[config.mk]
export PLATFORM = sky130hd
export DESIGN_NAME = serial_add_sub
export DESIGN_NICKNAME = d
export VERILOG_FILES = /design/src/rtl/serial_add_sub.sv
export SDC_FILE = /design/constraint.sdc
export NUM_CORES = 1
export LEC_CHECK = 0
export ABC_CLOCK_PERIOD_IN_PS = 1330
export CELL_PAD_IN_SITES_DETAIL_PLACEMENT = 1
export CELL_PAD_IN_SITES_GLOBAL_PLACEMENT = 1
export CORE_MARGIN = 5
export CORE_UTILIZATION = 35
export DETAILED_ROUTE_END_ITERATION = 7
export HOLD_SLACK_MARGIN = 0.08
export PLACE_DENSITY = 0.8
export SLEW_MARGIN = 20
export SYNTH_ARGS = -nofsm -noshare
export SYNTH_HDL_FRONTEND = slang
export SYNTH_SLANG_ARGS = --single-unit
[constraint.sdc]
create_clock -name clk -period 1.33 [get_ports clk]
set_input_delay 0.399 -clock clk [delete_from_list [all_inputs] [get_ports clk]]
set_output_delay 0.399 -clock clk [all_outputs]
set_load 0.01 [all_outputs]
[src/rtl/serial_add_sub.sv]
// Bit-serial WIDTH-bit adder/subtractor, LSB first, one carry/borrow flop.
// Define OVERFLOW_FLAG_EN to register the signed-overflow flag.
module serial_add_sub #(
  parameter int WIDTH = 8
) (
  input  logic             clk,
  input  logic             rst_n,
  input  logic             start,
  input  logic             m,
  input  logic [WIDTH-1:0] a,
  input  logic [WIDTH-1:0] b,
  output logic             busy,
  output logic             done,
  output logic [WIDTH-1:0] result,
  output logic             carry_out,
  output logic             overflow
);

  localparam int CW = (WIDTH > 1) ? $clog2(WIDTH) : 1;

  typedef enum logic [1:0] {
    IDLE,
    SHIFT,
    DONE
  } state_t;

  state_t           state;
  logic [WIDTH-1:0] sa;
  logic [WIDTH-1:0] sb;
  logic [WIDTH-1:0] res_nxt;
  logic [CW-1:0]    cnt;
  logic             c;
  logic             mode;
  logic             s;
  logic             c_nxt;
  logic             last;

  always_comb begin
    s       = sa[0] ^ sb[0] ^ c;
    c_nxt   = (sa[0] & sb[0]) | (sa[0] & c) | (sb[0] & c);
    last    = (cnt == CW'(WIDTH - 1));
    res_nxt = result >> 1;
    res_nxt[WIDTH-1] = s;
  end

  always_ff @(posedge clk or negedge rst_n) begin
    if (!rst_n) begin
      state     <= IDLE;
      sa        <= '0;
      sb        <= '0;
      cnt       <= '0;
      c         <= 1'b0;
      mode      <= 1'b0;
      busy      <= 1'b0;
      done      <= 1'b0;
      result    <= '0;
      carry_out <= 1'b0;
    end else begin
      done <= 1'b0;
      unique case (state)
        IDLE: begin
          if (start) begin
            sa        <= a;
            sb        <= b ^ {WIDTH{m}};
            mode      <= m;
            c         <= m;
            cnt       <= '0;
            carry_out <= 1'b0;
            busy      <= 1'b1;
            state     <= SHIFT;
          end
        end
        SHIFT: begin
          c      <= c_nxt;
          sa     <= sa >> 1;
          sb     <= sb >> 1;
          result <= res_nxt;
          cnt    <= cnt + CW'(1);
          if (last) begin
            state     <= DONE;
            done      <= 1'b1;
            // carry of a + ~b + 1 is the inverse of the borrow
            carry_out <= mode ? ~c_nxt : c_nxt;
          end
        end
        DONE: begin
          busy  <= 1'b0;
          state <= IDLE;
        end
        default: state <= IDLE;
      endcase
    end
  end

`ifdef OVERFLOW_FLAG_EN
  logic ovf_q;

  always_ff @(posedge clk or negedge rst_n) begin
    if (!rst_n) begin
      ovf_q <= 1'b0;
    end else if (state == IDLE && start) begin
      ovf_q <= 1'b0;
    end else if (state == SHIFT && last) begin
      ovf_q <= c ^ c_nxt;
    end
  end

  assign overflow = ovf_q;
`else
  assign overflow = 1'b0;
`endif

endmodule

# Word level (Yosys, flattened, before mapping)
# Cells that the tools add are included.
[word_totals]
output_inout_bits = 12
in_bits = 20
word_cells = 52
reg_bits = 34
[op_classes]
n_mux = 19
bitwise = 9
n_addsub = 1
reduce_logical = 8
n_eq_ne = 5
[op_table]
columns = ["operator", "count"]
rows = [
  ["$pmux W8 S2", 2],
  ["$mux W8", 2],
  ["$reduce_and A2 Y1", 4],
  ["$xor A8 B8 Y8", 1],
  ["$mux W1", 7],
  ["$pmux W1 S2", 3],
  ["$pmux W3 S2", 1],
  ["$mux W2", 2],
  ["$ne A2 B2 Y1 const B", 2],
  ["$pmux W2 S2", 1],
  ["$reduce_bool A2 Y1", 2],
  ["$add A3 B1 Y3 const B", 1],
  ["$and A1 B1 Y1", 3],
  ["$eq A3 B3 Y1 const B", 1],
  ["$mux W3", 1],
  ["$reduce_and A3 Y1", 1],
  ["$eq A2 B1 Y1 const B", 1],
  ["$eq A2 B2 Y1 const B", 1],
  ["$logic_not A2 Y1", 1],
  ["$or A1 B1 Y1", 2],
  ["$xor A1 B1 Y1", 2],
  ["$not A1 Y1", 1],
]

# Depth between registers and ports, before layout
# Gate-level depths: netlist of run 1.
[depth]
word_depth = 7
depth_mapped = 5
ltp_nobuf = 4

# Least setup slack after synthesis of run 1
# Ideal clock, no wire load.
[synth_path]
path_type = "register to register"
from = "register c"
to = "register carry_out"
arrival_ps = 1261
setup_ps = 126
path_stages_with_launch = 4
synth_period_minus_slack_ps = 1387
slack_ps = -57
path_buffers = 0
required_time_ps = 1204
path_cell_list = "dfrtp_1 fa_1 xor2_1 a221o_1"
[synth_between]
elab_chain_cells = 7
word_cells_on_any_way = 8
cone_classes = "3 x mux; 5 x bitwise"
[synth_lines]
columns = ["item", "line_no", "rtl"]
rows = [
  ["from (decl)", "32", "logic c;"],
  ["from (signal assigned)", "66", "c <= m;"],
  ["from (signal assigned)", "74", "c <= c_nxt;"],
  ["$and A1 B1 Y1", "40", "c_nxt = (sa[0] & sb[0]) | (sa[0] & c) | (sb[0] & c);"],
  ["$or A1 B1 Y1", "40", ""],
  ["$or A1 B1 Y1 *", "40", ""],
  ["$not A1 Y1", "83", "carry_out <= mode ? ~c_nxt : c_nxt;"],
  ["$mux W1 *", "83", ""],
  ["$mux W1 *", "79", "if (last) begin"],
  ["$pmux W1 S2 *", "60", "unique case (state)"],
  ["to (signal assigned)", "83", ""],
  ["to (decl)", "15", "output logic carry_out,"],
]
# Mark *: on every way between the ends. The rest lies on a longest branch, timed or not. The select of a mux whose other input is x is not followed.
# A chain may end at the register's enable or synchronous reset.

# Worst setup path in the final report of run 1
[layout_path]
from = "register sb[0]"
to = "register carry_out"
[layout_between]
elab_chain_cells = 7
word_cells_on_any_way = 8
cone_classes = "3 x mux; 5 x bitwise"
[layout_lines]
columns = ["item", "line_no", "rtl"]
rows = [
  ["from (decl)", "29", "logic [WIDTH-1:0] sb;"],
  ["from (signal assigned)", "64", "sb <= b ^ {WIDTH{m}};"],
  ["from (signal assigned)", "76", "sb <= sb >> 1;"],
  ["$and A1 B1 Y1", "40", ""],
  ["$or A1 B1 Y1", "40", ""],
  ["$or A1 B1 Y1 *", "40", ""],
  ["$not A1 Y1", "83", ""],
  ["$mux W1 *", "83", ""],
  ["$mux W1 *", "79", ""],
  ["$pmux W1 S2 *", "60", ""],
]
# Marks and branches as above.

==> results of run 1 <==
==> Yosys cell counts (all sizes together), types with 2 or more instances <==
| library cell | instances | area share [%] |
|---|---|---|
| nor2b | 4 | 1.6 |
| ha | 2 | 1.6 |
| and2 | 3 | 1.2 |
| o21ai | 18 | 5.7 |
| a21oi | 5 | 1.6 |
| buf | 8 | 3.6 |
| nand2 | 42 | 10 |
| dfrtp | 34 | 54 |
| xor2 | 9 | 5.0 |
| mux2i | 15 | 9.5 |
| a22o | 2 | 1.1 |
==> critical path: stages, from the launching register on <==
cell,delay [ps]
dfrtp_1,400
fa_2,410
xor2_1,150
a221o_1,290
==> cell type report <==
class,count,area [µm²]
fill,477,2180
sequential,34,851
multi-input combinational,107,699
timing repair buffer,54,480
clock buffer,7,76.3
tap,52,65.1
inverter,1,3.75
==> kinds of logic after synthesis <==
group | synth area share [%]
and+or+nand+nor | 13.7
DFF | 54.1
AOI/OAI and AO/OA | 9.78
muxes | 10.3
buffers and inverters | 4.06
xor gates and xnor gates | 5.01
adders and majority gates | 2.86
other | 0.238
==> what timing repair did <==
item,4_1_cts,5_1_grt
gates resized for setup,34,16
pin swaps,1,2
endpoints found under the setup margin,29,18
hold endpoints to repair,0,0
cloned,0,0
setup buffers,5,2
==> worst max path at each step <==
stage / startpoint / end / cells after the start
floorplan: cnt[0] / carry_out / 4
global placement: start / mode / 4
detailed placement: start / sb[4] / 5
CTS: c / carry_out / 3
global route: sb[0] / carry_out / 3
finish: sb[0] / carry_out / 3
==> power by group through the flow <==
| stage | combinational (µW) | sequential, µW | clock, µW |
|---|---|---|---|
| 6_report | 2070 | 1760 | 710 |
| 5_1_grt | 2320 | 1810 | 773 |
| 4_1_cts | 2050 | 1770 | 731 |
| 3_5_place_dp | 1950 | 1800 | 0 |
| 3_3_place_gp | 1810 | 1750 | 0 |
| 2_1_floorplan | 1100 | 1800 | 0 |
==> sequential cells by signal (all words and copies together) (netlist names) <==
name       flops
busy           1
c              1
carry_out      1
cnt            3
done           1
mode           1
result         8
sa             8
sb             8
state          2
==> per-stage QoR <==
stage | area, µm² | total power [µW]
2_1_floorplan | 1580 | 2900
3_3_place_gp | 2030 | 3560
3_5_place_dp | 2030 | 3740
4_1_cts | 2170 | 4550
5_1_grt | 2180 | 4910
6_report | 2180 | 4540
==> routing by layer <==
metal / track usage, % / vias to the layer above / routed length, µm
met5: 0 / - / 0
li1: - / 592 / -
met2: 22.8 / 33 / 1900
met3: 5.04 / 6 / 185
met1: 15.7 / 616 / 1630
met4: 3.44 / 0 / 34
==> impl_metrics.json, run 1 <==
{
  "clock_sinks": 34,
  "antenna_found_initial": 0,
  "clockRootBuffer": "clkbuf_8",
  "dr.first_iter.drc_count": 37,
  "grt_usage_pct": 13.3,
  "hp-class": "input pin to async pin",
  "htree_levels": 2,
  "antennaDiodeCount": 0,
  "drtAntennaViolNets": 0,
  "yosysWarningCount": 0,
  "syn-num-nets": 174,
  "numCtsBuffers": 5,
  "finClkSkew_ps": 3.70,
  "syn_area_mm2": 0.00157,
  "violations": "negative setup slack",
  "start_kind": "register",
  "grt_first_pass_wirelength_um": 6420,
  "total_leakage_power_uw": 0.00105,
  "combPwrFrac_pct": 45.5,
  "hpwlAfterDp_um": 2790,
  "std_cell_rows": 24,
  "mostFrequentLayoutCell": "nand2_1",
  "grt_max_degree": 35,
  "power.switching_uw": 1620,
  "async_reset_ff_share_pct": 100,
  "placed_cells": 241,
  "synth-edff-count": 0,
  "reg2reg_slack_ps": -30,
  "irDropWorstVdd_uv": 651,
  "cp.required_ps": 1500,
  "post-place-ws_ps": -383,
  "hold_viol": 0,
  "rsz0062_at_grt": "yes",
  "crit_arrival_ps": 1530,
  "clkPwrFrac_pct": 15.7,
  "die_w_um": 77.0,
  "die_h_um": 77.0,
  "maxCapViolations": 0,
  "crit_type": "register to register",
  "fin_crit_sh_pct": 102,
  "cts.path.max_buffers": 2,
  "maxSlewViolCount": 0,
  "clk_pin_slew_worst_paths_ps": 60,
  "internal-power_uw": 2920,
  "fin_crit_ps": 1360,
  "max_freq_ghz": 0.734,
  "p_sw_share_pct": 35.7,
  "core-area_mm2": 0.00435,
  "ctsHoldBuffers": 0,
  "setup_ws_ps": -32.9,
  "synthDistinctLibCells": 23,
  "critPathMaxFanout": 2,
  "run_status": "finished, violations left",
  "cts_tree": "done",
  "regToRegEndpoint": "carry_out",
  "vias_per_cell": 4.89,
  "grt_pass1_vias": 1369,
  "synthFlopType": "dfrtp_1",
  "postRouteWirelength_um": 3750,
  "power.density_mw_per_mm2": 2090,
  "fin_hold_ws_ps": 487,
  "drive_gt1_share_pct": 23.2,
  "syn_area_per_cell_um2": 10.4,
  "avgRoutedWirePerCell_um": 14.7,
  "setup_tns_ps": -32.9,
  "seq_area_frac_synth_pct": 54.1,
  "ys_ff_latch": 34,
  "seqPwrFrac_pct": 38.8,
  "fin_nets": 226,
  "start_util_pct": 36.1,
  "final_cell_mix": "nand2_1 (42), dfrtp_1 (34), clkdlybuf4s50_1 (18), buf_4 (18), mux2i_1 (14)",
  "reg2reg_depth": 3,
  "instances_no_fill": 255,
  "final_util_pct": 50.0,
  "vias": 1247,
  "gp_congestion": 0.763,
  "die-area_mm2": 0.00593,
  "io_buffers": 30,
  "design.portCount": 32,
  "synth_cells": 151,
  "worst_setup_path_end_kind": "register",
  "area_growth_pct": 38.3,
  "post-route-drc-count": 0,
  "r2r_start": "sb[0]",
  "setup_viol": 1,
  "clock_latency_ps": 280,
  "overflow": 0,
  "drt_pre_antenna_iters": 4
}
No activity file was read; power rests on OpenSTA's default activity.
==> run 2: changes to the inputs <==
SETUP_SLACK_MARGIN = 0.15   (was unset)
TNS_END_PERCENT = 30   (was unset)
==> run 2 against run 1 <==
The run still ends with negative setup slack left. Register-to-register slack got worse by 20 ps. Design area rose by 11%. Die area did not move. Count of clock-buffer cells in the layout rose by 1. Sequential share of layout area fell by 3.9 points. Cell count rose by 2.7%. Via count rose by 2.2%. Largest cell class unchanged. Highest routed layer unchanged.
==> impl_metrics.json, run 2 (same netlist as run 1, synthesis figures left out) <==
{
  "run_status": "finished, violations left",
  "violations": "negative setup slack",
  "hold_viol": 0,
  "placed_area_mm2": 0.00203,
  "top_regs": "result: 8 flops, sa: 8 flops, sb: 8 flops",
  "grt_first_pass_wirelength_um": 6520,
  "fin_crit_ps": 1380,
  "clock_latency_ps": 300,
  "post-route-drc-count": 0,
  "ctsHoldBuffers": 0,
  "gr-max-usage-layer": "met2",
  "p_sw_share_pct": 36.4,
  "cts_tree": "done",
  "crit_type": "register to register",
  "mostFrequentLayoutCell": "nand2_1",
  "max_freq_ghz": 0.724,
  "area_growth_pct": 53.9,
  "clock_sinks": 34,
  "die-area_mm2": 0.00593,
  "io_buffers": 30,
  "critPathMaxStageDelay_ps": 410,
  "placed_cells": 237,
  "seqPwrFrac_pct": 33.6,
  "power.switching_uw": 1960,
  "total_leakage_power_uw": 0.00121,
  "crit_chain": "fa_2 > xor2_1 > a221o_1",
  "rsz0062_at_grt": "yes",
  "cp.required_ps": 1510,
  "vias_per_cell": 4.87,
  "grt_usage_pct": 13.7,
  "grt_pass1_vias": 1382,
  "setup_tns_ps": -75.2,
  "worst_setup_path_end_kind": "register",
  "power.density_mw_per_mm2": 2220,
  "antennaDiodeCount": 0,
  "r2r_start": "sb[0]",
  "avgRoutedWirePerCell_um": 17.4,
  "std_cell_rows": 24,
  "grt_use_met2_pct": 23.2,
  "die_h_um": 77.0,
  "final_util_pct": 55.6,
  "nFillCells": 472,
  "hpwlAfterDp_um": 2700,
  "htree_levels": 2,
  "combPwrFrac_pct": 49.3,
  "gp_congestion": 0.798,
  "setup_ws_ps": -51.9,
  "maxCapViolations": 0,
  "antenna_found_initial": 0,
  "fin_crit_sh_pct": 104,
  "critPathMaxFanout": 2,
  "clk_pin_slew_worst_paths_ps": 70,
  "vias": 1275,
  "postRouteWirelength_um": 4560,
  "dr.first_iter.drc_count": 39,
  "reg2reg_slack_ps": -50,
  "internal-power_uw": 3420,
  "finClkSkew_ps": 5.75,
  "clkPwrFrac_pct": 17.1,
  "final_cell_mix": "nand2_1 (35), dfrtp_1 (34), clkdlybuf4s50_1 (17), buf_4 (17), mux2i_1 (15)",
  "design.portCount": 32,
  "overflow": 0,
  "regToRegEndpoint": "carry_out",
  "die_w_um": 77.0,
  "grt_max_degree": 35,
  "reg2reg_depth": 3,
  "drive_gt1_share_pct": 35.2,
  "grt_use_met1_pct": 15.8,
  "setup_viol": 4,
  "cp_slowest_cell": "dfrtp_1",
  "crit_arrival_ps": 1560,
  "drt_pre_antenna_iters": 4,
  "fin_hold_ws_ps": 475,
  "instances_no_fill": 262,
  "start_util_pct": 36.1,
  "maxSlewViolCount": 0,
  "clockRootBuffer": "clkbuf_8",
  "fin_nets": 232,
  "drtAntennaViolNets": 0,
  "numCtsBuffers": 5,
  "cts.path.max_buffers": 2,
  "irDropWorstVdd_uv": 936,
  "startpoint": "sb[0]",
  "core-area_mm2": 0.00435,
  "hp-class": "input pin to async pin",
  "start_kind": "register",
  "fin_area_mm2": 0.00242,
  "gr-usage-met3_pct": 5.27
}
## run 2: worst max path at each step
stage | to | slack, ps | depth (start not counted)
2_1_floorplan | carry_out | 20 | 3
3_3_place_gp | mode | -270 | 4
3_5_place_dp | mode | -340 | 4
4_1_cts | carry_out | -40 | 3
5_1_grt | sb[1] | -100 | 5
6_report | carry_out | -50 | 3
## run 2: worst max-delay path, delay by kind of cell, from the launching register on
family                   cells  cell delay, ps
XOR/XNOR                     1             150
flip-flops                   1             410
AO/OA/AOI/OAI                1             290
adder cells (fa/ha/maj)      1             410
## run 2: timing repair
item / in CTS / in global routing
gates resized for setup: 53 / 43
pin swaps: 1 / 12
gates cloned: 0 / 6
setup endpoints to repair: 35 / 37
buffers inserted: 9 / 2
## run 2: through the flow
| step | setup WS (ps) | power, µW |
|---|---|---|
| after floorplan | 16.1 | 2900 |
| after global placement | -267 | 3600 |
| after detailed placement | -340 | 3790 |
| after CTS | -38.7 | 4790 |
| after global routing | -99.3 | 5750 |
| final | -51.9 | 5370 |
## run 2: per-layer routing
metal,share of wire [%],wire length [µm]
met4,1.3,61
met2,54,2480
met3,4.8,221
met1,40,1800
met5,0,0
## run 2: power groups by stage
stage	Combinational, µW	Sequential, µW	Clock [µW]
5_1_grt	2920	1860	976
2_1_floorplan	1100	1800	0
3_3_place_gp	1850	1760	0
4_1_cts	2110	1750	931
3_5_place_dp	1980	1810	0
6_report	2650	1810	916
## run 2: area by class of cell
class                           count  area, µm²  share of cell area (%)
Sequential cell                    34        851                    35.2
Multi-Input combinational cell    107        777                    32.1
Timing Repair Buffer               60        613                    25.3
Clock buffer                        8        110                    4.55
Tap cell                           52       65.1                    2.69
Inverter                            1       3.75                   0.155
